### config.mk
export PLATFORM = sky130hd
export DESIGN_NAME = mcycle_muldiv_flat
export DESIGN_NICKNAME = d
export VERILOG_FILES = /design/src/rtl/mcycle_muldiv_if.sv /design/src/rtl/mcycle_muldiv.sv /design/src/flat_wrapper.sv
export SDC_FILE = /design/constraint.sdc
export NUM_CORES = 1
export LEC_CHECK = 0
export BUFFER_PORTS_ARGS = -buffer_cell sky130_fd_sc_hd__buf_2
export CAP_MARGIN = 20
export CORE_UTILIZATION = 36
export DETAILED_ROUTE_END_ITERATION = 10
export SYNTH_ARGS = -nofsm -noshare
export SYNTH_HDL_FRONTEND = slang
export SYNTH_SLANG_ARGS = --single-unit
export TNS_END_PERCENT = 100
### constraint.sdc
create_clock -name CLK -period 15.6 [get_ports CLK]
set_input_delay 3.9 -clock CLK [delete_from_list [all_inputs] [get_ports CLK]]
set_output_delay 3.9 -clock CLK [all_outputs]
set_load 0.005 [all_outputs]
### src/rtl/mcycle_muldiv_if.sv
// rtl/mcycle_muldiv_if.sv - request/result bundle between EX stage and the multi-cycle mul/div unit
interface mcycle_muldiv_if #(
    parameter int WIDTH = 32
);
    logic             Start;
    logic [1:0]       MCycleOp;
    logic [WIDTH-1:0] Operand1;
    logic [WIDTH-1:0] Operand2;
    logic [WIDTH-1:0] Result1;
    logic [WIDTH-1:0] Result2;
    logic             Busy;
    logic             Done;
    logic [1:0]       MulFlags;
    logic             DivByZero;

    modport master (
        output Start, MCycleOp, Operand1, Operand2,
        input  Result1, Result2, Busy, Done, MulFlags, DivByZero
    );

    modport slave (
        input  Start, MCycleOp, Operand1, Operand2,
        output Result1, Result2, Busy, Done, MulFlags, DivByZero
    );
endinterface

### src/rtl/mcycle_muldiv.sv
// rtl/mcycle_muldiv.sv - iterative shift-add multiplier / restoring divider, fixed WIDTH-cycle latency
module mcycle_muldiv #(
    parameter int WIDTH = 32,
    parameter int CNT_W = 6
) (
    input logic           CLK,
    input logic           Reset,
    mcycle_muldiv_if.slave bus
);
    typedef enum logic [1:0] {IDLE, COMPUTE, DONE} state_t;

    state_t             state, state_next;
    logic [CNT_W-1:0]   count;
    logic [1:0]         op;
    logic               sign1, sign2;
    logic [WIDTH-1:0]   dividend_raw;
    logic [WIDTH-1:0]   b_mag;
    logic [WIDTH:0]     acc_hi;
    logic [WIDTH-1:0]   acc_lo;

    logic [WIDTH-1:0]   result1, result2;
    logic [1:0]         flags;
    logic               div_zero;

    logic               accept, last_step;
    logic [WIDTH-1:0]   mag1, mag2;

    logic [WIDTH:0]     mul_sum, div_shift;
    logic               div_ge;
    logic [WIDTH:0]     step_hi;
    logic [WIDTH-1:0]   step_lo;
    logic [2*WIDTH-1:0] product, prod_fix;
    logic [WIDTH-1:0]   quo_fix, rem_fix;
    logic               negate;

    assign accept    = bus.Start && (state == IDLE || state == DONE);
    assign last_step = (state == COMPUTE) && (count == CNT_W'(WIDTH - 1));

    assign mag1 = (bus.MCycleOp[0] && bus.Operand1[WIDTH-1]) ? -bus.Operand1 : bus.Operand1;
    assign mag2 = (bus.MCycleOp[0] && bus.Operand2[WIDTH-1]) ? -bus.Operand2 : bus.Operand2;

    always_ff @(posedge CLK) begin
        if (Reset) state <= IDLE;
        else       state <= state_next;
    end

    always_comb begin
        state_next = state;
        case (state)
            IDLE:    if (bus.Start) state_next = COMPUTE;
            COMPUTE: if (last_step) state_next = DONE;
            DONE:    state_next = bus.Start ? COMPUTE : IDLE;
            default: state_next = IDLE;
        endcase
    end

    // One iteration: mul adds the multiplicand on multiplier LSB then shifts right;
    // div shifts the remainder left and subtracts the divisor when it fits.
    always_comb begin
        mul_sum   = acc_hi + {1'b0, (acc_lo[0] ? b_mag : {WIDTH{1'b0}})};
        div_shift = {acc_hi[WIDTH-1:0], acc_lo[WIDTH-1]};
        div_ge    = div_shift >= {1'b0, b_mag};
        if (op[1]) begin
            step_hi = div_ge ? (div_shift - {1'b0, b_mag}) : div_shift;
            step_lo = {acc_lo[WIDTH-2:0], div_ge};
        end else begin
            step_hi = {1'b0, mul_sum[WIDTH:1]};
            step_lo = {mul_sum[0], acc_lo[WIDTH-1:1]};
        end
        negate   = op[0] && (sign1 ^ sign2);
        product  = {step_hi[WIDTH-1:0], step_lo};
        prod_fix = negate ? -product : product;
        quo_fix  = negate ? -step_lo : step_lo;
        rem_fix  = (op[0] && sign1) ? -step_hi[WIDTH-1:0] : step_hi[WIDTH-1:0];
    end

    always_ff @(posedge CLK) begin
        if (Reset) begin
            count        <= '0;
            op           <= '0;
            sign1        <= 1'b0;
            sign2        <= 1'b0;
            dividend_raw <= '0;
            b_mag        <= '0;
            acc_hi       <= '0;
            acc_lo       <= '0;
            result1      <= '0;
            result2      <= '0;
            flags        <= '0;
            div_zero     <= 1'b0;
        end else begin
            if (accept) begin
                count        <= '0;
                op           <= bus.MCycleOp;
                sign1        <= bus.Operand1[WIDTH-1];
                sign2        <= bus.Operand2[WIDTH-1];
                dividend_raw <= bus.Operand1;
                b_mag        <= bus.MCycleOp[1] ? mag2 : mag1;
                acc_hi       <= '0;
                acc_lo       <= bus.MCycleOp[1] ? mag1 : mag2;
            end else if (state == COMPUTE) begin
                count  <= count + 1'b1;
                acc_hi <= step_hi;
                acc_lo <= step_lo;
            end
            if (last_step) begin
                if (!op[1]) begin
                    result1  <= prod_fix[WIDTH-1:0];
                    result2  <= prod_fix[2*WIDTH-1:WIDTH];
                    flags    <= {prod_fix[2*WIDTH-1], prod_fix == '0};
                    div_zero <= 1'b0;
                end else if (b_mag == '0) begin
                    result1  <= '1;
                    result2  <= dividend_raw;
                    flags    <= 2'b10;
                    div_zero <= 1'b1;
                end else begin
                    result1  <= quo_fix;
                    result2  <= rem_fix;
                    flags    <= {quo_fix[WIDTH-1], quo_fix == '0};
                    div_zero <= 1'b0;
                end
            end
        end
    end

    assign bus.Busy      = (state == COMPUTE);
    assign bus.Done      = (state == DONE);
    assign bus.Result1   = result1;
    assign bus.Result2   = result2;
    assign bus.MulFlags  = flags;
    assign bus.DivByZero = div_zero;
endmodule

### src/flat_wrapper.sv
// flat-port wrapper written by rule: the top's interface ports become plain ports
module mcycle_muldiv_flat 
#(
    parameter int WIDTH = 32,
    parameter int CNT_W = 6
)
  (CLK, Reset, bus_Start, bus_MCycleOp, bus_Operand1, bus_Operand2, bus_Result1, bus_Result2, bus_Busy, bus_Done, bus_MulFlags, bus_DivByZero);
  mcycle_muldiv_if #(.WIDTH(WIDTH)) bus_i ();
  input logic CLK;
  input logic Reset;
  input wire logic [$bits(bus_i.Start)-1:0] bus_Start;
  input wire logic [$bits(bus_i.MCycleOp)-1:0] bus_MCycleOp;
  input wire logic [$bits(bus_i.Operand1)-1:0] bus_Operand1;
  input wire logic [$bits(bus_i.Operand2)-1:0] bus_Operand2;
  output wire logic [$bits(bus_i.Result1)-1:0] bus_Result1;
  output wire logic [$bits(bus_i.Result2)-1:0] bus_Result2;
  output wire logic [$bits(bus_i.Busy)-1:0] bus_Busy;
  output wire logic [$bits(bus_i.Done)-1:0] bus_Done;
  output wire logic [$bits(bus_i.MulFlags)-1:0] bus_MulFlags;
  output wire logic [$bits(bus_i.DivByZero)-1:0] bus_DivByZero;
  assign bus_i.Start = bus_Start;
  assign bus_i.MCycleOp = bus_MCycleOp;
  assign bus_i.Operand1 = bus_Operand1;
  assign bus_i.Operand2 = bus_Operand2;
  assign bus_Result1 = bus_i.Result1;
  assign bus_Result2 = bus_i.Result2;
  assign bus_Busy = bus_i.Busy;
  assign bus_Done = bus_i.Done;
  assign bus_MulFlags = bus_i.MulFlags;
  assign bus_DivByZero = bus_i.DivByZero;
  mcycle_muldiv #(.WIDTH(WIDTH), .CNT_W(CNT_W)) u_core (.CLK(CLK), .Reset(Reset), .bus(bus_i));
endmodule
## Word level (Yosys, flattened, before mapping)

Cells that the tools add are included.

- Register bits: 208
- Bits of input ports: 69
- Output and inout port bits: 69

- $add $sub $neg: 8
- Magnitude comparators: 1
- Equal/unequal tests: 5
- Mux-type cells: 25
- Bitwise operators: 1
- Reductions and logical operators: 14

Operator list:

| cell | number |
|---|---|
| 32-bit 2-to-1 mux | 14 |
| 32-bit negator | 4 |
| 33-bit 2-to-1 mux | 2 |
| 32-bit zero test | 2 |
| 64-bit zero test | 1 |
| 64-bit 2-to-1 mux | 1 |
| 64-bit negator | 1 |
| 33-bit by 32-bit adder with 33-bit output | 1 |
| 33-bit by 32-bit greater-or-equal comparator with 1-bit output | 1 |
| 33-bit by 32-bit subtractor with 33-bit output | 1 |
| 2-bit 2-to-1 mux | 4 |
| 6-bit by 1-bit adder with 6-bit output, second input constant | 1 |
| 6-bit by 5-bit == test with 1-bit output, second input constant | 1 |
| 1-bit logical AND | 6 |
| 2-bit case mux with 3 select lines | 1 |
| 1-bit 2-to-1 mux | 3 |
| 2-bit by 1-bit == test with 1-bit output, second input constant | 1 |
| 2-bit == test, second input constant | 1 |
| 2-bit zero test | 1 |
| 2-bit by 1-bit != test with 1-bit output, second input constant | 1 |
| 2-bit != test, second input constant | 1 |
| 2-bit AND reduction | 1 |
| 2-bit nonzero test | 1 |
| 2-bit OR reduction | 1 |
| other kinds (2) | 2 |

## Logic depth before layout (Yosys ltp)

Gate-level depths: netlist (run 1).

- Depth after elaboration: 8
- Mapped depth: 27

## Least setup slack after synthesis (run 1)

OpenSTA, ideal clock, no wires.

- Path kind: input to register
- Start: in bus_Operand2[1]
- End: reg u_core.b_mag[29]
- Arrival: 6.046 ns
- Required time: 15.468 ns
- Setup slack: 9.422 ns
- Stages on the path: 13
- Cells stage by stage: nor3_1 nand2_1 nor2_1 nand2_1 nor4_1 nand2_1 or2_2 or3_1 nor3_1 nor2_1 xor2_1 o211ai_1 a21oi_1

- Word-level cells in the longest chain between the ends: 3

Ends and longest elaborated chain:

| what | line | RTL |
|---|---|---|
| from (decl) | flat_wrapper.sv:14 | `input wire logic [$bits(bus_i.Operand2)-1:0] bus_Operand2;` |
| 32-bit negator | mcycle_muldiv.sv:40 | `assign mag2 = (bus.MCycleOp[0] && bus.Operand2[WIDTH-1]) ? -bus.Operand2 : bus.Operand2;` |
| 32-bit 2-to-1 mux | mcycle_muldiv.sv:40 |  |
| 32-bit 2-to-1 mux | mcycle_muldiv.sv:98 | `b_mag <= bus.MCycleOp[1] ? mag2 : mag1;` |
| to (signal assigned) | mcycle_muldiv.sv:98 |  |
| to (decl) | mcycle_muldiv.sv:17 | `logic [WIDTH-1:0] b_mag;` |

Every way passes these cells.
A chain may end at the register's enable or synchronous reset.

## Worst setup path after layout (run 1)

- Start: reg u_core.b_mag[28]
- End: reg u_core.flags[0], in the netlist u_core.bus.MulFlags[0]

- Word-level cells in the longest chain between the ends: 7
- Elaborated cells between the ends (all ways): 16

Ends and longest elaborated chain:

| what | line | RTL |
|---|---|---|
| 32-bit 2-to-1 mux (tied with other cells) | mcycle_muldiv.sv:60 | `mul_sum = acc_hi + {1'b0, (acc_lo[0] ? b_mag : {WIDTH{1'b0}})};` |
| 33-bit by 32-bit adder with 33-bit output (tied with other cells) | mcycle_muldiv.sv:60 |  |
| 33-bit 2-to-1 mux / 32-bit negator (equally long branches) | mcycle_muldiv.sv:63, mcycle_muldiv.sv:73 |  |
| 64-bit negator / 32-bit 2-to-1 mux (equally long branches) | mcycle_muldiv.sv:72, mcycle_muldiv.sv:73 |  |
| 64-bit 2-to-1 mux / 32-bit zero test (equally long branches) | mcycle_muldiv.sv:72, mcycle_muldiv.sv:120 |  |
| 64-bit zero test / 2-bit 2-to-1 mux (equally long branches) | mcycle_muldiv.sv:110, mcycle_muldiv.sv:112 |  |
| 2-bit 2-to-1 mux (*) | mcycle_muldiv.sv:107 | `if (!op[1]) begin` |
| to (signal assigned) | mcycle_muldiv.sv:110 | `flags <= {prod_fix[2*WIDTH-1], prod_fix == '0};` |
| to (signal assigned) | mcycle_muldiv.sv:120 | `flags <= {quo_fix[WIDTH-1], quo_fix == '0};` |
| to (decl) | mcycle_muldiv.sv:22 | `logic [1:0] flags;` |

Mark *: on every way between the ends. The rest lies on a longest branch, timed or not.

==> impl_metrics.ini, run 1 <==
[worst_setup_path]
worst_r2r_endpoint = u_core.bus.MulFlags[0]
cp_max_fo = 18
crit_chain = inv_1 > ha_1 > a21oi_1 > o211ai_1 > a311oi_1 > nand3_2 > nor2_1 > nand2_1 > o21ai_0 > buf_4 > ha_1 > and2_1 > a31oi_1 > xnor2_1 > or4_1 > nor4_1 > nand4_1 > a211oi_1 > nand4_1 > nor4_1 > nand4_1 > nor4_1 > nand4_1 > o21bai_1
critPathTopFamily = simple AND/OR/NAND/NOR gates
r2r-start = u_core.b_mag[28]
reg2reg_depth = 24
slowest_delay_ns = 0.77
crit_slowest_cell = nor4_1
criticalPathCategory = flip-flop to flip-flop
worstPathRequired_ns = 16.09
start_kind = flip-flop
worst_setup_path_end_kind = flip-flop
path_buf_inv = 2
crit_arrival_ns = 7.26
rrSetupSlack_ns = 8.83
cpMostUsedCell = nand4_1

[floorplan]
die_x_um = 227
io_pins = 138
dieHeight_um = 227
start_util_pct = 36.8
core_um2 = 49400
rows = 81
die_area_um2 = 51400

[final_layout]
nNetsFinal = 2680
drive_gt1_share_pct = 10.8
final_common_cell = nand2_1
layout_common_cells = nand2_1, nor2_1, a21oi_1
seqCellArea_um2 = 4150
nFillCells = 5284
syn2layout_area_growth_pct = 9.95
multi_input_comb_area_um2 = 13000

[place]
port_buffers = 137
dp_hpwl_mm = 54.4
place.gp.congestion = 0.995

[timing]
fin_worst_skew_ns = 0.0115
tns_ns = 0
hold_viol = 0
layout_worst_path_cycle_share_pct = 43.4
tightest_slew_ns = 1.19
slew_viol_final = 0
maxSlewHeadroom_pct = 19.6
rsz0062_at_grt = false
fmax_mhz = 148
fin_hold_ws_ns = 0.454
timing.final.crit_period_ns = 6.77
setup_viol = 0

[synth]
yosysWarnings = 0
ys_seq_elements = 207
seq_area_frac_synth_pct = 22.8
synthDistinctLibCells = 103
synthCells = 2534
synth_nets = 2673
async_flop_share_pct = 0
avgSynthCellArea_um2 = 7.17
synth_ff_type = dfxtp_1
synth_edf_count = 0
syn-cell-area_um2 = 18200

[routing]
wl_per_cell_um = 22.4
viasPerCell = 6.10
drcViolationCount = 0
drt-initial-drc-count = 2091
num_vias = 19700
drt-total-wl_mm = 72.2
firstDrtPassIters = 8
ant_nets = 0

[min_path]
holdPathEnd = u_core.bus.Result2[6]
hold_path_startpoint = u_core.bus.Result2[6]
hold_class = flip-flop to flip-flop
worstHoldPathCells = 2

[cts]
clock-root-buffer = clkbuf_16
clk_path_buf_depth = 3
post-cts-setup-buffer-count = 0
clk_pin_slew_ns = 0.06
cts_tree = yes
htree_levels = 1
postCtsResizedCells = 0
insertion_delay_ns = 0.56
cts_made_buffers = 25
cts_hold_buffers = 0
cts_sinks = 207

[global_route]
antenna_found_initial = 5
grt_pass1_wl_mm = 109
grt.total_usage_pct = 27.5
grt-ovfl-total = 0
grt_pass1_vias = 17900
grt_max_degree = 131

[power_and_ir_drop]
power_uw = 1810
irDropWorstVdd_mv = 0.0791
p_per_area_nw_per_um2 = 90.5
p_leak_uw = 0.00761

[flow_run]
max_cap_violations = 0

[outcome]
status = complete, no violations
[worst min-delay path, stage by stage (launching register included)]
cell	delay, ns
dfxtp_1	0.30
nand2_1	0.05
a21oi_1	0.05
[kinds of logic (layout without fill, tap and decap cells)]
logic type / after synthesis / after routing / synth area share [%]
mux: 65 / 65 / 3.68
compound gates: 778 / 778 / 28.4
fa+ha+maj: 70 / 70 / 4.90
other cells: 0 / 2 / 0
simple gates: 973 / 973 / 25.3
xor+xnor: 191 / 191 / 9.21
flops: 207 / 207 / 22.8
buf+inv: 250 / 273 / 5.67
[synth_stat cells (6+ instances only)]
| library cell | n | share of area (%) |
|---|---|---|
| nand4_1 | 28 | 0.96 |
| or4_1 | 10 | 0.41 |
| a311oi_1 | 13 | 0.63 |
| inv_1 | 67 | 1.4 |
| and3_1 | 16 | 0.55 |
| dfxtp_1 | 207 | 23 |
| o21ai_0 | 103 | 2.8 |
| nor3b_1 | 6 | 0.25 |
| a211oi_1 | 90 | 3.7 |
| o41ai_1 | 6 | 0.29 |
| buf_2 | 33 | 0.91 |
| clkbuf_1 | 125 | 2.6 |
| a21o_1 | 23 | 0.95 |
| nor3_1 | 57 | 1.6 |
| mux2i_1 | 54 | 3.0 |
| a22oi_1 | 6 | 0.25 |
| nand2_1 | 364 | 7.5 |
| ha_1 | 68 | 4.7 |
| and4_1 | 6 | 0.29 |
| o31ai_1 | 13 | 0.54 |
| mux2_2 | 10 | 0.62 |
| xor2_1 | 79 | 3.8 |
| nor4_1 | 36 | 1.2 |
| a41oi_1 | 8 | 0.39 |
| nand2b_1 | 20 | 0.69 |
| o211a_1 | 7 | 0.39 |
| a2111oi_0 | 6 | 0.29 |
| a311o_1 | 7 | 0.39 |
| o21bai_1 | 8 | 0.33 |
| nand3_1 | 38 | 1.0 |
| xnor2_1 | 112 | 5.4 |
| a21oi_1 | 254 | 7.0 |
| and2_1 | 58 | 2.0 |
| buf_1 | 16 | 0.33 |
| or2_2 | 7 | 0.24 |
| nor2_1 | 257 | 5.3 |
| nor2b_1 | 14 | 0.48 |
| o21a_1 | 15 | 0.62 |
| o211ai_1 | 89 | 3.7 |
| o22ai_1 | 14 | 0.48 |
| a31oi_1 | 45 | 1.5 |
| or3_1 | 22 | 0.76 |
[worst max path at each step]
stage / from / end / depth (start not counted)
after floorplan: bus_Operand2[1] / u_core.b_mag[29] / 13
after global placement: Reset / u_core.bus.MulFlags[0] / 11
after detailed placement: Reset / u_core.bus.MulFlags[0] / 11
after CTS: Reset / u_core.bus.MulFlags[0] / 11
after global routing: u_core.b_mag[18] / u_core.bus.MulFlags[0] / 24
final: u_core.b_mag[28] / u_core.bus.MulFlags[0] / 24
[metal layers]
metal / GRT usage, % / part of all wire, % / vias to the layer above
met4: 10.8 / 4.0 / 2
met5: 0 / 0.014 / -
met3: 3.27 / 7.4 / 143
met2: 44.1 / 46 / 830
met1: 37.4 / 43 / 9500
li1: - / - / 9190
[report_power, final]
part | internal [uW] | total (uW) | switching, uW
Combinational | 206 | 622 | 416
Sequential | 553 | 590 | 37.4
Clock | 342 | 596 | 254
[state kept, by name, summed over array words and instances (netlist names)]
register	flops
u_core.acc_hi	33
u_core.op	2
u_core.bus.MulFlags	2
u_core.bus.DivByZero	1
u_core.sign2	1
u_core.bus.Result2	32
u_core.b_mag	32
u_core.bus.Result1	32
u_core.dividend_raw	32
u_core.acc_lo	32
u_core.count	6
u_core.state	2
[area by class of cell]
| cell class | instances | share of cell area [%] |
|---|---|---|
| timing repair buffer | 163 | 4.49 |
| clock buffer | 28 | 3.34 |
| tap | 664 | 4.16 |
| inverter | 67 | 1.26 |
| multi-input combinational | 2077 | 65.2 |
| sequential | 207 | 20.8 |
| antenna | 2 | 0.0251 |
| clock inverter | 15 | 0.758 |
[stage by stage]
step	std cells	utilization, %	area, um^2	worst slack, ns
after floorplan	2534	-	18200	9.42
after global placement	3178	38.8	19100	8.67
after detailed placement	3178	38.8	19100	8.59
after CTS	3221	40.5	20000	9.16
after global routing	3222	40.5	20000	8.48
final	3223	40.5	20000	8.83
Note: power is estimated with default switching activity, not from simulation.
==> run 2: changes to the inputs <==
==> constraint.sdc (replaced) <==
create_clock -name CLK -period 5.6 [get_ports CLK]
set_input_delay 1.4 -clock CLK [delete_from_list [all_inputs] [get_ports CLK]]
set_output_delay 1.4 -clock CLK [all_outputs]
set_load 0.005 [all_outputs]
==> impl_metrics.ini, run 2 (synthesis gave the netlist of run 1 again) <==
[power_and_ir_drop]
p_leak_uw = 0.00844
irDropWorstVdd_mv = 0.185
p_per_area_nw_per_um2 = 249

[floorplan]
start_util_pct = 36.8
dieHeight_um = 227
rows = 81
core_um2 = 49400
die_x_um = 227
io_pins = 138
die_area_um2 = 51400

[global_route]
grt_max_degree = 81
grt_pass1_wl_mm = 114
grt-ovfl-total = 0
antenna_found_initial = 5
grt_pass1_vias = 19000
grt.total_usage_pct = 28.9

[final_layout]
final_common_cell = nand2_1
layout_common_cells = nand2_1, nor2_1, a21oi_1
nNetsFinal = 2838
drive_gt1_share_pct = 17.7
regMostFlops = u_core.acc_hi
post-route-util_pct = 43.7
syn2layout_area_growth_pct = 18.7
largest_reg_flops = 33

[worst_setup_path]
cpMostUsedCell = nand4_1
crit_chain = inv_1 > ha_4 > nand4_2 > or3_4 > or3_4 > nand3_2 > nor2_4 > nand2_1 > o21ai_0 > ha_2 > and2_2 > a31oi_2 > xnor2_1 > or4_4 > nor4_4 > nand4_1 > a211oi_2 > nand4_1 > nor4_2 > buf_4 > nand4_1 > nor4_2 > nand4_1 > o21bai_1
crit_path_start = u_core.b_mag[31]
worst_r2r_endpoint = u_core.bus.MulFlags[0]
worst_setup_path_end_kind = flip-flop
worstPathRequired_ns = 6.09
cp_max_fo = 5
slowest_delay_ns = 0.51
criticalPathCategory = flip-flop to flip-flop
critPathTopFamily = simple AND/OR/NAND/NOR gates
path_buf_inv = 2
start_kind = flip-flop
worst-path-stages = 24
rrSetupSlack_ns = 0.35
crit_arrival_ns = 5.74
crit_slowest_cell = or4_4
r2r-start = u_core.b_mag[31]
reg2reg_depth = 24

[routing]
wl_per_cell_um = 22.4
firstDrtPassIters = 5
drcViolationCount = 0
num_vias = 20400
viasPerCell = 6.02
drt-total-wl_mm = 75.9
drt-initial-drc-count = 2303
ant_nets = 0

[min_path]
holdPathEnd = u_core.bus.Result2[30]
worstHoldPathCells = 2
hold_class = flip-flop to flip-flop
hold_path_startpoint = u_core.bus.Result2[30]

[timing]
fin_worst_skew_ns = 0.0153
timing.final.ws_setup_ns = 0.346
hold_viol = 0
rsz0062_at_grt = false
fmax_mhz = 190
setup_viol = 0
slew_viol_final = 0
tightest_slew_ns = 1.03
timing.final.crit_period_ns = 5.25
maxSlewHeadroom_pct = 31.1
layout_worst_path_cycle_share_pct = 93.8

[cts]
clk_pin_slew_ns = 0.06
clk_path_buf_depth = 3
htree_levels = 1
insertion_delay_ns = 0.55
cts_sinks = 207
cts_made_buffers = 24
cts_tree = yes
clock-root-buffer = clkbuf_16

[place]
port_buffers = 137
place.gp.congestion = 1.03
dp_hpwl_mm = 58.3
dp_slack_ns = 0.0348

[flow_run]
max_cap_violations = 0

[outcome]
status = complete, no violations
-- run 2: power by group --
part	switching [uW]	internal (uW)	total (uW)
sequential	84.6	1540	1620
clock	696	1050	1750
combinational	1260	748	2000
-- run 2: how the worst max path moves through the flow --
stage                             end  slack, ns
2_1_floorplan  u_core.bus.MulFlags[0]       0.25
3_3_place_gp   u_core.bus.MulFlags[0]     -0.006
3_5_place_dp   u_core.bus.Result2[28]       0.03
4_1_cts        u_core.bus.MulFlags[0]       0.06
5_1_grt        u_core.bus.MulFlags[0]       0.02
6_report       u_core.bus.MulFlags[0]       0.35
-- run 2: metal layers --
metal | track usage [%] | wire [um] | vias to the layer above
met5 | 0 | 0 | -
met4 | 13.4 | 3830 | 0
met3 | 4.81 | 6570 | 171
met2 | 46.2 | 34400 | 966
met1 | 37.8 | 31100 | 9758
li1 | - | - | 9481
-- run 2: cell type report --
class                   instances  area (um^2)
fillers                      5107        27800
diodes                          1         2.50
well taps                     664          831
multi-input cells            2077        13300
clock inverters                13          193
clock buffers                  31          687
flip-flops and latches        207         4150
repair buffers                322         2130
inverters                      67          251
-- run 2: what timing repair did --
item,in CTS,in global routing
buffers inserted,0,6
hold buffers,0,0
pin swaps,0,13
resized for setup,1,62
endpoints found under the setup margin,1,14
-- run 2: through the flow --
step / total power [uW] / hold WS [ns] / std cells / instance area [um^2] / setup TNS, ns
after global placement: 3540 / 0.443 / 3331 / 20300 / -0.00554
after detailed placement: 3560 / 0.443 / 3331 / 20300 / 0
final: 5380 / 0.446 / 3382 / 21600 / 0
after global routing: 5610 / 0.468 / 3381 / 21600 / 0
after floorplan: 2850 / 0.431 / 2534 / 18200 / 0
after CTS: 5310 / 0.450 / 3375 / 21200 / 0
-- run 2: worst register-to-register path, stage by stage (launching register included) --
cell	delay, ns
dfxtp_1	0.36
inv_1	0.11
ha_4	0.31
nand4_2	0.13
or3_4	0.42
or3_4	0.40
nand3_2	0.11
nor2_4	0.06
nand2_1	0.09
o21ai_0	0.12
ha_2	0.24
and2_2	0.21
a31oi_2	0.18
xnor2_1	0.13
or4_4	0.51
nor4_4	0.26
nand4_1	0.13
a211oi_2	0.24
nand4_1	0.13
nor4_2	0.19
buf_4	0.19
nand4_1	0.11
nor4_2	0.27
nand4_1	0.12
o21bai_1	0.15
==> run 3: changes to the inputs <==
--- a/config.mk
+++ b/config.mk
@@ -7,9 +7,10 @@
 export LEC_CHECK = 0
 export BUFFER_PORTS_ARGS = -buffer_cell sky130_fd_sc_hd__buf_2
 export CAP_MARGIN = 20
+export CORE_MARGIN = 1.5
 export CORE_UTILIZATION = 36
 export DETAILED_ROUTE_END_ITERATION = 10
 export SYNTH_ARGS = -nofsm -noshare
 export SYNTH_HDL_FRONTEND = slang
 export SYNTH_SLANG_ARGS = --single-unit
-export TNS_END_PERCENT = 100
+export TNS_END_PERCENT = 20
==> impl_metrics.ini, run 3 (synthesis gave the netlist of run 1 again) <==
[worst_setup_path]
worstPathRequired_ns = 6.09
start_kind = flip-flop
crit_chain = buf_12 > and2_1 > ha_1 > fa_1 > a211oi_1 > o21ai_0 > buf_4 > o21ai_0 > nand2_1 > xnor2_1 > o221ai_2 > buf_4 > nor4_4 > nand4_2 > nor4_4 > buf_4 > a31oi_1 > o22a_1 > nor4_1 > nand4_1 > o21bai_1
criticalPathCategory = flip-flop to flip-flop
crit_arrival_ns = 6.01
slowest_delay_ns = 0.44
cp_max_fo = 22
crit_slowest_cell = fa_1
cpMostUsedCell = buf_4
worst_setup_path_end_kind = flip-flop

[global_route]
gr-usage-met2_pct = 47.3
met1_usage_pct = 38.4
grt_pass1_wl_mm = 117
grt-ovfl-total = 0
top_usage_layer = met2
grt.total_usage_pct = 29.7
antenna_found_initial = 3
grt_max_degree = 85
grt_pass1_vias = 18900
use_met3_pct = 5.08

[cts]
clk_pin_slew_ns = 0.06
cts_sinks = 207
htree_levels = 1
cts_made_buffers = 26
clock-root-buffer = clkbuf_16
insertion_delay_ns = 0.57
clk_path_buf_depth = 3
cts_hold_buffers = 0
cts_tree = yes

[place]
dpl_cell_area_um2 = 20000
place.gp.congestion = 1.00
port_buffers = 137
dp_hpwl_mm = 60.5
place_inst = 3300

[final_layout]
final_common_cell = nand2_1
drive_gt1_share_pct = 15.2
post-route-util_pct = 42.2
stdcell_count = 3350
layout_common_cells = nand2_1, nor2_1, a21oi_1
final_area_um2 = 21100
antenna_cells = 0
regMostFlops = u_core.acc_hi
syn2layout_area_growth_pct = 15.9
largest_reg_flops = 33
nNetsFinal = 2798

[power_and_ir_drop]
p_per_area_nw_per_um2 = 261
irDropWorstVdd_mv = 0.266
p_leak_uw = 0.00826

[timing]
layout_worst_path_cycle_share_pct = 98.5
fin_worst_skew_ns = 0.0124
tns_ns = 0
maxSlewHeadroom_pct = 25.7
hold_viol = 0
slew_viol_final = 0
setup_viol = 0
fin_hold_ws_ns = 0.454
fmax_mhz = 181
timing.final.crit_period_ns = 5.51
tightest_slew_ns = 1.11
rsz0062_at_grt = true

[floorplan]
io_pins = 138
start_util_pct = 36.4
rows = 82
die_x_um = 228
die_area_um2 = 51800
core_um2 = 50000
dieHeight_um = 228

[routing]
ant_nets = 0
viasPerCell = 6.08
wl_per_cell_um = 23.4
num_vias = 20400
drt-initial-drc-count = 1862
drt-total-wl_mm = 78.5
firstDrtPassIters = 6
drcViolationCount = 0

[min_path]
hold_class = flip-flop to flip-flop

[flow_run]
max_cap_violations = 0

[outcome]
status = complete, no violations
[run 3: changes by cell type in the layout (fill, tap and decap cells not counted), sizes merged]
cell      delta
buf         -42
clkinvlp     -4
inv          +3
bufinv       +2
clkinv       +2
diode        -1
[run 3: cell type report]
type / count / area [um^2]
fill: 5246 / 28900
multi-input combinational: 2077 / 13100
sequential: 207 / 4150
timing repair buffer: 280 / 1790
tap: 672 / 841
clock buffer: 31 / 689
clock inverter: 16 / 263
inverter: 67 / 251
[run 3: what timing repair did]
| action | 4_1_cts | 5_1_grt |
|---|---|---|
| endpoints found under the hold margin | 0 | 0 |
| setup buffers | 0 | 3 |
| gates resized for setup | 1 | 10 |
| pin swaps | 0 | 3 |
| endpoints found under the setup margin | 1 | 5 |
[run 3: path summary, 6_finish.rpt]
check | from | endpoint | slack, ns | depth (start not counted)
worst min-delay path | u_core.dividend_raw[13] | u_core.dividend_raw[13] | 0.45 | 2
worst max-delay path | u_core.acc_lo[0] | u_core.bus.MulFlags[0] | 0.09 | 21
worst max register to register | u_core.acc_lo[0] | u_core.bus.MulFlags[0] | 0.09 | 21
worst min register to register | u_core.dividend_raw[13] | u_core.dividend_raw[13] | 0.45 | 2
[run 3: through the flow]
| stage | power, uW | setup slack (ns) |
|---|---|---|
| 4_1_cts | 5450 | 0.0259 |
| 2_1_floorplan | 2850 | 0.253 |
| 5_1_grt | 5710 | -0.149 |
| 6_report | 5490 | 0.0862 |
| 3_5_place_dp | 3550 | -0.0217 |
| 3_3_place_gp | 3540 | 0.231 |
[run 3: report_power, final]
group	internal [uW]	switching, uW	total (uW)
combinational	697	1280	1970
clock	1160	735	1900
sequential	1540	79.6	1620
total	3400	2090	5490
[run 3: per-layer routing]
| layer | up-vias | routed length, um | share of wire, % |
|---|---|---|---|
| li1 | 9407 | - | - |
| met3 | 188 | 6100 | 7.8 |
| met5 | - | 43 | 0.055 |
| met2 | 969 | 35300 | 45 |
| met4 | 6 | 4530 | 5.8 |
| met1 | 9791 | 32600 | 41 |
[run 3: worst max-delay path: cells and delay by family, from the launching register on]
kind / cells / cell delay [ns]
adders and majority gates: 2 / 0.66
DFF: 1 / 0.33
and+or+nand+nor: 7 / 1.97
buffers and inverters: 4 / 0.71
AOI/OAI and AO/OA: 7 / 1.41
xor gates and xnor gates: 1 / 0.35
